## config.mk

```make
export PLATFORM = sky130hd
export DESIGN_NAME = switch_input_ctrl
export DESIGN_NICKNAME = d
export VERILOG_FILES = /design/src/rtl/switch_input_ctrl.sv
export SDC_FILE = /design/constraint.sdc
export NUM_CORES = 1
export LEC_CHECK = 0
export ABC_AREA = 1
export CAP_MARGIN = 15
export CORE_ASPECT_RATIO = 1.75
export CORE_MARGIN = 1.5
export CORE_UTILIZATION = 35
export CTS_BUF_LIST = sky130_fd_sc_hd__clkbuf_8
export CTS_CLUSTER_DIAMETER = 120
export DETAILED_ROUTE_END_ITERATION = 6
export GPL_TIMING_DRIVEN = 0
export PLACE_DENSITY = 0.59
export SKIP_CTS_REPAIR_TIMING = 1
export SYNTH_ARGS = -nofsm -noshare
export SYNTH_HDL_FRONTEND = slang
export SYNTH_SLANG_ARGS = --single-unit
```

## constraint.sdc

```tcl
create_clock -name clk -period 1.55 [get_ports clk]
set_input_delay 0.3875 -clock clk [delete_from_list [all_inputs] [get_ports clk]]
set_output_delay 0.3875 -clock clk [all_outputs]
set_load 0.01 [all_outputs]
```

## src/rtl/switch_input_ctrl.sv

```systemverilog
// switch_input_ctrl: sync/debounce sw8, capture sws as X1 then Y1 with valid/ack handshake (ports: clk, reset, sw8, sws, ack -> data_out, data_valid, data_idx, sw8_db, phase)
module switch_input_ctrl #(
  parameter int n = 8,
  parameter int DB_CYCLES = 16,
  parameter int CW = $clog2(DB_CYCLES + 1)
) (
  input  logic         clk,
  input  logic         reset,
  input  logic         sw8,
  input  logic [n-1:0] sws,
  input  logic         ack,
  output logic [n-1:0] data_out,
  output logic         data_valid,
  output logic         data_idx,
  output logic         sw8_db,
  output logic [2:0]   phase
);
  typedef enum logic [2:0] {WAIT_X = 3'd0, HOLD_X = 3'd1, WAIT_Y = 3'd2, HOLD_Y = 3'd3, DONE = 3'd4} state_t;
  state_t state_q, state_d;
  logic sw8_m_q, sw8_s_q, db_q, db_d, db_prev_q, press;
  logic [n-1:0] sws_m_q, sws_s_q, data_q, data_d;
  logic [CW-1:0] cnt_q, cnt_d;
  logic valid_q, valid_d, idx_q, idx_d;
  wire differ = sw8_s_q != db_q;
  wire expire = cnt_q == CW'(DB_CYCLES - 1);
  always_comb begin
    cnt_d = (differ && !expire) ? cnt_q + CW'(1) : '0;
    db_d  = (differ && expire) ? sw8_s_q : db_q;
  end
  // db_prev_q trails db_q by a cycle so press lasts exactly one cycle
  assign press = db_q & ~db_prev_q;
  always_comb begin
    state_d = state_q;
    data_d  = data_q;
    valid_d = valid_q;
    idx_d   = idx_q;
    case (state_q)
      WAIT_X: if (press) begin
        data_d = sws_s_q; idx_d = 1'b0; valid_d = 1'b1; state_d = HOLD_X;
      end
      HOLD_X: if (ack) begin
        valid_d = 1'b0; state_d = WAIT_Y;
      end
      WAIT_Y: if (press) begin
        data_d = sws_s_q; idx_d = 1'b1; valid_d = 1'b1; state_d = HOLD_Y;
      end
      HOLD_Y: if (ack) begin
        valid_d = 1'b0; state_d = DONE;
      end
      DONE: state_d = press ? WAIT_X : DONE;
      default: state_d = WAIT_X;
    endcase
  end
  always_ff @(posedge clk) begin
    if (reset) begin
      sw8_m_q   <= 1'b0;
      sw8_s_q   <= 1'b0;
      sws_m_q   <= '0;
      sws_s_q   <= '0;
      cnt_q     <= '0;
      db_q      <= 1'b0;
      db_prev_q <= 1'b0;
      state_q   <= WAIT_X;
      data_q    <= '0;
      valid_q   <= 1'b0;
      idx_q     <= 1'b0;
    end else begin
      sw8_m_q   <= sw8;
      sw8_s_q   <= sw8_m_q;
      sws_m_q   <= sws;
      sws_s_q   <= sws_m_q;
      cnt_q     <= cnt_d;
      db_q      <= db_d;
      db_prev_q <= db_q;
      state_q   <= state_d;
      data_q    <= data_d;
      valid_q   <= valid_d;
      idx_q     <= idx_d;
    end
  end
  assign data_out   = data_q;
  assign data_valid = valid_q;
  assign data_idx   = idx_q;
  assign sw8_db     = db_q;
  assign phase      = state_q;
endmodule

```

======== Yosys cells after proc, flatten, opt, wreduce, memory -nomap -nowiden ========
Index checks and enable logic that the tools add are counted.
W data, S select, Z words.
cells by class
  add/sub/neg operators ................... 1
  multipliers ............................. 0
  divide/modulo/power cells ............... 0
  $lt $le $gt $ge ......................... 0
  equality and inequality tests ........... 12
  shift-type cells ........................ 0
  mux-type cells .......................... 11
  bitwise operators ....................... 3
  reductions and logical operators ........ 13
operators by type and width
  cell                   count
  $mux W3                5
  $pmux W3 S5            1
  $ne A2 B2 Y1 const B   4
  $eq A3 B2 Y1 const B   2
  $reduce_and A3 Y1      2
  $reduce_or A2 Y1       3
  $add A5 B1 Y5 const B  1
  $eq A5 B4 Y1 const B   1
  $ne A2 B1 Y1 const B   2
  $pmux W1 S2            2
  $reduce_and A4 Y1      1
  $reduce_bool A2 Y1     2
  $eq A3 B1 Y1 const B   1
  $eq A3 B3 Y1 const B   1
  $logic_not A3 Y1       1
  $mux W1                3
  $logic_and A1 B1 Y1    2
  $not A1 Y1             2
  $reduce_and A2 Y1      1
  $and A1 B1 Y1          1
  $logic_not A1 Y1       1
  $ne A1 B1 Y1           1
storage, ports and cells
  register bits after elaboration ......... 38
  bits in latches ......................... 0
  RAM bits ................................ 0
  bits in read-only memories .............. 0
  input bits .............................. 12
  output and inout bits ................... 14
  logic and storage cells ................. 51
  memories kept ........................... 0

======== Logic depth before layout (Yosys ltp) ========
Gate-level depths: netlist of the first run.
  depth after elaboration ................. 5
  gate-level depth with buffers ........... 7
  depth with buffers taken out ............ 7

======== Least setup slack after synthesis of the first run ========
No wires, ideal clock.
  path type ............................... flip-flop to flip-flop
  start point ............................. register cnt_q[0]
  end point ............................... register cnt_q[2]
  library setup time ...................... 78 ps
  arrival time ............................ 1138 ps
  data required time ...................... 1472 ps
  path slack .............................. 334 ps
  stages on the path, launching flop included .. 8
  path buffers ............................ 0
  period minus slack after synthesis ...... 1216 ps
  cells stage by stage .................... dfxtp_1 > ha_1 > nand2_1 > nor2_1 > ha_1 > inv_1 > o211ai_1 > nor3_1
on the way
  word-level cells in the longest chain between the ends .. 5
  elaborated cells on any way between the ends .. 6
  those cells by class .................... add/sub (1); eq/ne (1); bitwise (1); reduce/logical (3)
ends and longest elaborated chain
  item                                                                   RTL line  text
  start, declared                                                        22        logic [CW-1:0] cnt_q, cnt_d;
  start signal, assigned                                                 72        cnt_q <= cnt_d;
  parallel branches: the longest is 5 deep, another holds $add A5 B1 Y5  n/a
Parallel ways; which one is timed is not known.
A chain may end at the register's enable or synchronous reset.

======== Final worst setup path of the first run ========
Same ends and word-level chain as after synthesis.

==> results of run 1 <==
==> metal layers <==
layer / routed length [um] / track usage [%]
met5: 0 / 0
met3: 107 / 3.94
met2: 1180 / 22.1
met4: 78 / 8.83
met1: 808 / 10.5
==> cells by family after synthesis <==
| logic type | synth area share [%] |
|---|---|
| buffers and inverters | 11.1 |
| flip-flops | 58.5 |
| AO/OA/AOI/OAI | 8.85 |
| adder cells (fa/ha/maj) | 1.92 |
| AND/OR/NAND/NOR | 19.7 |
==> synth_stat cells, types with 2 or more instances <==
master | instances | share of area, %
dfxtp_1 | 38 | 58
clkbuf_1 | 2 | 0.58
nand2_2 | 2 | 0.96
o21ai_0 | 3 | 1.2
inv_1 | 29 | 8.4
o21ai_1 | 7 | 2.7
a21oi_1 | 5 | 1.9
ha_1 | 2 | 1.9
nand2_1 | 7 | 2.0
nand3_1 | 6 | 2.3
nor2_1 | 44 | 13
o21ai_2 | 2 | 1.3
inv_2 | 3 | 0.87
==> worst min-delay path, delay by kind of cell (launching register included) <==
family,cells,cell delay [ps]
and+or+nand+nor,1,30
buffers and inverters,1,40
DFF,1,300
==> where the power goes <==
group	switching, mW	total (mW)	internal, mW
logic	0.0289	0.0653	0.0364
registers	0.00622	1.00	0.999
clock network	0.310	0.662	0.352
==> worst min path at each step <==
stage                 endpoint  slack (ps)  cells after the start
floorplan              sw8_s_q         390                      2
global placement    sws_s_q[1]         390                      2
detailed placement  sws_s_q[6]         390                      2
CTS                 sws_s_q[6]         400                      2
global route        sws_s_q[3]         420                      2
finish              sws_s_q[3]         400                      2
==> final cells by class <==
cell class | instances | area [sq um] | area share, %
flip-flops and latches | 38 | 764 | 44.0
well taps | 46 | 57.6 | 3.31
inverters | 32 | 120 | 6.91
multi-input cells | 84 | 397 | 22.8
clock buffers | 6 | 82.6 | 4.75
plain buffers | 4 | 23.8 | 1.37
clock inverters | 2 | 8.76 | 0.504
repair buffers | 25 | 285 | 16.4
==> sequential cells by signal (all words and copies together) (netlist names) <==
register and flops:
data_idx 1, sw8_m_q 1, sws_m_q 8, cnt_q 5, sws_s_q 8, sw8_db 1, data_valid 1, phase 3
data_out 8, db_prev_q 1, sw8_s_q 1
==> metrics by stage <==
stage	utilization [%]	hold WS, ps	instances	cell area [sq um]
global placement	44.8	391	229	1610
detailed placement	44.8	393	229	1610
finish	48.4	398	237	1740
CTS	47.3	403	237	1700
global route	48.4	424	237	1740
floorplan	-	388	158	1300
==> results_dict.tcl, run 1 <==
set metrics [dict create \
    drcViolationCount 0 \
    yosysUniqueCellTypes 21 \
    grt_pass1_wl_um 3800 \
    synth_edf_count 0 \
    antenna_found_initial 0 \
    vias_per_cell 4.25 \
    syn_area_sq_um 1300 \
    reg2reg_from "cnt_q[0]" \
    grt_pass1_vias 981 \
    area_delta_synth_final_pct 33.7 \
    layout_commonest_cell "nor2_1" \
    ys_ff_latch 38 \
    drtIter0Drc 10 \
    h-tree-depth 2 \
    initial_core_util_pct 36.2 \
    die_h_um 83.7 \
    async_reset_ff_share_pct 0 \
    total_power_mw 1.73 \
    clockBufferDepth 2 \
    netlist_instances 158 \
    timing.rr.end "cnt_q[2]" \
    dpl.hpwl_um 1620 \
    min_from "sws_m_q[3]" \
    crit_path_end_kind "flop" \
    hold_viol_final 0 \
    critPathTopFamily "adder cells" \
    coreArea_sq_um 3590 \
    gp_congestion 0.691 \
    synth_fp_nets 172 \
    ir_worst_vdd_mv 0.553 \
    rsz0062_at_grt "false" \
    reg2regPathDepth 7 \
    overflow 0 \
    clock_sinks 38 \
    die_x_um 49.1 \
    leakage_nw 1.02 \
    finalCritPeriodShare_pct 88.8 \
    insertion_delay_ps 280 \
    grt_max_degree 12 \
    hold_path_class "flop to flop" \
    path_clk_slew_ps 70 \
    grt_use_total_pct 12.1 \
    worstSetupStartpoint "cnt_q[0]" \
    cts_tree "built" \
    cap_viol_max_count 0 \
    cp_max_fo 5 \
    routed_wl_um 2170 \
    crit_buf_inv 1 \
    ys_seq_area_share_pct 58.5 \
    dieArea_sq_um 4110 \
    cts_root_buffer "clkbuf_8" \
    start_kind "flop" \
    antenna_cells 0 \
    layout_min_cycle_time_ps 1380 \
    fmax_ghz 0.727 \
    fin_skew_ps 2.20 \
    rows 29 \
    numCtsBuffers 5 \
    fin_ws_ps 174 \
    fin_nets 204 \
    finalSetupViolations 0 \
    ioPinCount 26 \
    worstPathRequired_ps 1750 \
    crit_chain "ha_1 -> nand2_1 -> nor2_1 -> ha_1 -> inv_1 -> o211ai_1 -> nor3_1" \
    rrSetupSlack_ps 170 \
    yosysWarnings 0 \
    cp_num_cells 7 \
    ant_nets 0 \
    worst_pin_slew_ps 402 \
    synth_ff_type "dfxtp_1" \
    fill_cells 377 \
    place_ws_ps -26.3 \
    drive_gt1_share_pct 11.0 \
    relSlewSlack_pct 73.2 \
    num_vias 1007 \
    powerDensity_nw_per_um2 996 \
    io_buffers 25 \
    arrival_ps 1580 \
    path_class "flop to flop" \
    crit_path_end "cnt_q[2]" \
    setup-tns-final_ps 0 \
    cp_slowest_stage_delay_ps 340 \
    first_pass_iters 2 \
    status "complete, no violations" \
    layout_common_cells "nor2_1, dfxtp_1, inv_1, dlymetal6s2s_1, clkdlybuf4s50_1" \
    avgSynthCellArea_sq_um 8.24 \
    slew_violations 0 \
    cpMostUsedCell "ha_1" \
    wl_per_cell_um 9.17 \
    slowest_stage "dfxtp_1" \
]
Power figures use the tool's default switching activity.
==> inputs of run 2 (changes only) <==
Settings changed: CORE_UTILIZATION 35 to 30, PLACE_DENSITY 0.59 to 0.52.
==> run 2 against run 1 <==
- final area rose by 0.58%
- clock power increased by 4.4%
- power grew 1.8%
- combinational power increased by 1%
- sequential share of layout area shrank 0.25 points
- critical endpoint unchanged
==> results_dict.tcl, run 2 (synthesized netlist as in run 1, its figures left out) <==
set metrics [dict create \
    h-tree-depth 2 \
    clock_sinks 38 \
    layout_commonest_cell "nor2_1" \
    layout_common_cells "nor2_1, dfxtp_1, inv_1, dlymetal6s2s_1, clkdlybuf4s50_1" \
    ant_nets 0 \
    reg2reg_from "cnt_q[0]" \
    min_from "sws_m_q[5]" \
    antenna_found_initial 0 \
    grt_max_degree 13 \
    routed_wl_um 2290 \
    dpl.hpwl_um 1700 \
    fin_skew_ps 1.49 \
    worst_pin_slew_ps 422 \
    dieArea_sq_um 4760 \
    ir_worst_vdd_mv 0.722 \
    hold_viol_final 0 \
    fmax_ghz 0.718 \
    antenna_cells 0 \
    io_buffers 25 \
    powerDensity_nw_per_um2 1010 \
    hold_depth 2 \
    cts_root_buffer "clkbuf_8" \
    area_delta_synth_final_pct 34.4 \
    slowest_stage "dfxtp_2" \
    vias_per_cell 4.24 \
    relSlewSlack_pct 71.9 \
    crit_path_end_kind "flop" \
    rows 31 \
    first_pass_iters 4 \
    crit_buf_inv 1 \
    finalCritPeriodShare_pct 89.8 \
    fin_nets 204 \
    slew_violations 0 \
    numCtsBuffers 5 \
    leakage_nw 1.01 \
    rrSetupSlack_ps 160 \
    wl_per_cell_um 9.53 \
    arrival_ps 1600 \
    num_vias 1018 \
    hold_path_class "flop to flop" \
    drive_gt1_share_pct 12.0 \
    ioPinCount 26 \
    grt_pass1_wl_um 3910 \
    total_power_mw 1.76 \
    cp_slowest_stage_delay_ps 340 \
    reg2regPathDepth 7 \
    overflow 0 \
    gp_congestion 0.723 \
    status "complete, no violations" \
    cp_max_fo 5 \
    layout_min_cycle_time_ps 1390 \
    initial_core_util_pct 31.4 \
    die_h_um 90.1 \
    path_class "flop to flop" \
    coreArea_sq_um 4150 \
    start_kind "flop" \
    timing.rr.end "cnt_q[2]" \
    clockBufferDepth 2 \
    rsz0062_at_grt "false" \
    grt_use_total_pct 10.9 \
    drcViolationCount 0 \
    path_clk_slew_ps 70 \
    worstPathRequired_ps 1750 \
    insertion_delay_ps 280 \
    finalSetupViolations 0 \
    die_x_um 52.8 \
    drtIter0Drc 23 \
    final_util_pct 42.1 \
    crit_chain "ha_2 -> nand2_1 -> nor2_1 -> ha_1 -> inv_1 -> o211ai_1 -> nor3_1" \
    critPathTopFamily "simple AND/OR/NAND/NOR gates" \
    whs_endpoint "sws_s_q[5]" \
    cap_viol_max_count 0 \
    grt_pass1_vias 946 \
    cts_tree "built" \
]
[run 2: cell types whose count changed in the layout (fill, tap and decap cells not counted), sizes merged]
cell | before | now
inv | 33 | 32
clkinvlp | 0 | 1
[run 2: power by group]
part           switching, mW  total [mW]  internal, mW
Sequential           0.00708        1.01         0.998
Combinational         0.0296      0.0660        0.0364
Clock                  0.334       0.691         0.357
Total                  0.371        1.76          1.39
[run 2: metrics by stage]
step	TNS, ps	instance area, sq um	std cells	hold slack, ps	setup slack [ps]
2_1_floorplan	0	1300	158	388	334
3_3_place_gp	0	1610	232	393	14.7
3_5_place_dp	-227	1610	232	395	-29.6
4_1_cts	-531	1710	240	401	-141
5_1_grt	0	1750	240	422	13.5
6_report	0	1750	240	402	158
[run 2: worst max path at each step]
stage | endpoint | slack (ps) | depth (start not counted) | start
floorplan | cnt_q[2] | 330 | 7 | cnt_q[0]
global placement | sws_s_q[7] | 10 | 3 | reset
detailed placement | sws_m_q[6] | -30 | 3 | reset
CTS | sw8_db | -140 | 1 | sw8_db
global route | cnt_q[2] | 10 | 7 | cnt_q[0]
finish | cnt_q[2] | 160 | 7 | cnt_q[0]
[run 2: final cells by class]
cell class | instances | area, sq um
flip-flops and latches | 38 | 764
plain buffers | 4 | 23.8
inverters | 32 | 120
well taps | 49 | 61.3
repair buffers | 25 | 285
multi-input cells | 84 | 399
clock inverters | 2 | 12.5
fillers | 434 | 2400
clock buffers | 6 | 82.6
[run 2: routing by layer]
layer	GRT usage (%)	up-vias	share of wire, %
met5	0	-	0
met4	5.13	0	1.4
met3	3.99	4	4.6
met2	18.9	18	55
met1	11.0	455	39
li1	-	541	-
[run 2: tightest hold or removal path: cells and delay by family (launching register included)]
kind | cells | cell delay (ps)
buffers and inverters | 1 | 40
and+or+nand+nor | 1 | 30
DFF | 1 | 300
==> inputs of run 3 (changes only) <==
Clock period 1.55 ns to 1.75 ns, I/O delays scaled along.
==> run 3 against run 2 <==
- global-route usage is the same
- power fell by 12%
- clock-buffer cell count unchanged
- die area is the same
- hold slack about the same
- via count decreased by 0.69%
- non-clock buffer count stayed put
- critical path type is now flop to primary output
- critical endpoint is now phase[2]
==> results_dict.tcl, run 3 (synthesized netlist as in run 1, its figures left out) <==
set metrics [dict create \
    worstSetupStartpoint "phase[2]" \
    start_kind "flop" \
    numCtsBuffers 5 \
    dpl.hpwl_um 1700 \
    hold_path_class "flop to flop" \
    crit_path_end "phase[2]" \
    die_x_um 52.8 \
    grt_max_degree 13 \
    clock_sinks 38 \
    layout_common_cells "nor2_1, dfxtp_1, inv_1, clkdlybuf4s50_1" \
    relSlewSlack_pct 71.9 \
    ioPinCount 26 \
    holdWs_ps 402 \
    setup-tns-final_ps 0 \
    clockBufferDepth 2 \
    reg2reg_from "cnt_q[0]" \
    slowest_stage "clkdlybuf4s50_1" \
    final_cells 240 \
    hold_viol_final 0 \
    finalCritPeriodShare_pct 94.6 \
    vias_per_cell 4.21 \
    drtIter0Drc 28 \
    rows 31 \
    arrival_ps 1220 \
    place_ws_ps 120 \
    first_pass_iters 4 \
    worstPathRequired_ps 1310 \
    cp_max_fo 3 \
    initial_core_util_pct 31.4 \
    grt_use_total_pct 10.9 \
    area_delta_synth_final_pct 31.4 \
    routed_wl_um 2200 \
    antenna_found_initial 0 \
    h-tree-depth 2 \
    leakage_nw 0.749 \
    drcViolationCount 0 \
    rrSetupSlack_ps 360 \
    io_buffers 25 \
    grt_pass1_wl_um 3910 \
    placed_cells 232 \
    layout_min_cycle_time_ps 1660 \
    fin_ws_ps 94.0 \
    ant_nets 0 \
    num_vias 1011 \
    critPathTopFamily "buffers and inverters" \
    coreArea_sq_um 4150 \
    fmax_ghz 0.604 \
    fin_skew_ps 2.07 \
    antenna_cells 0 \
    slew_violations 0 \
    reg2regPathDepth 7 \
    cts_root_buffer "clkbuf_8" \
    grt_pass1_vias 946 \
    powerDensity_nw_per_um2 911 \
    path_clk_slew_ps 70 \
    crit_buf_inv 1 \
    finalSetupViolations 0 \
    cap_viol_max_count 0 \
    status "complete, no violations" \
    insertion_delay_ps 280 \
    crit_path_end_kind "primary output" \
    gp_congestion 0.723 \
    path_class "flop to primary output" \
    die_h_um 90.1 \
    cts_tree "built" \
    crit_chain "clkdlybuf4s50_1" \
    dieArea_sq_um 4760 \
    overflow 0 \
    layout_commonest_cell "nor2_1" \
    worst_pin_slew_ps 422 \
    ir_worst_vdd_mv 0.636 \
    cp_num_cells 1 \
    fin_nets 204 \
    timing.rr.end "cnt_q[2]" \
    rsz0062_at_grt "false" \
    wl_per_cell_um 9.15 \
    drive_gt1_share_pct 11.0 \
    cp_slowest_stage_delay_ps 550 \
]
[run 3: cell count changes in the layout (fill, tap and decap cells not counted)]
cell / before / now
dlymetal6s2s_1: 14 / 0
ha_2: 1 / 0
ha_1: 1 / 2
dfxtp_1: 35 / 36
dfxtp_2: 3 / 2
clkdlybuf4s50_1: 11 / 25
[run 3: metrics by stage]
step / utilization (%) / area (sq um) / total power [mW]
CTS: 41.2 / 1710 / 1.59
finish: 41.2 / 1710 / 1.56
detailed placement: 38.9 / 1610 / 0.970
global route: 41.2 / 1710 / 1.63
global placement: 38.9 / 1610 / 0.967
floorplan: - / 1300 / 0.936
[run 3: power by group]
part	switching, mW	internal (mW)
logic	0.0262	0.0322
clock network	0.293	0.316
registers	0.00614	0.884
total	0.325	1.23
[run 3: per-layer routing]
layer  up-vias  share of wire, %  track usage (%)
met1       449                40             11.0
met2        20                55             18.9
met5         -                 0                0
met3         4               4.0             3.99
met4         0               1.5             5.13
li1        538                 -                -
[run 3: how the worst min path moves through the flow]
stage	depth (start not counted)	slack (ps)	from	end
3_5_place_dp	2	390	sws_m_q[5]	sws_s_q[5]
4_1_cts	2	400	sws_m_q[5]	sws_s_q[5]
3_3_place_gp	2	390	sws_m_q[6]	sws_s_q[6]
6_report	2	400	sws_m_q[5]	sws_s_q[5]
5_1_grt	2	420	sws_m_q[0]	sws_s_q[0]
2_1_floorplan	2	390	sw8_m_q	sw8_s_q
[run 3: final cells by class]
type / instances / area, sq um
Fill cell: 443 / 2440
Sequential cell: 38 / 763
Multi-Input combinational cell: 84 / 397
Timing Repair Buffer: 25 / 250
Inverter: 32 / 120
Clock buffer: 6 / 82.6
Tap cell: 49 / 61.3
Buffer: 4 / 23.8
Clock inverter: 2 / 12.5
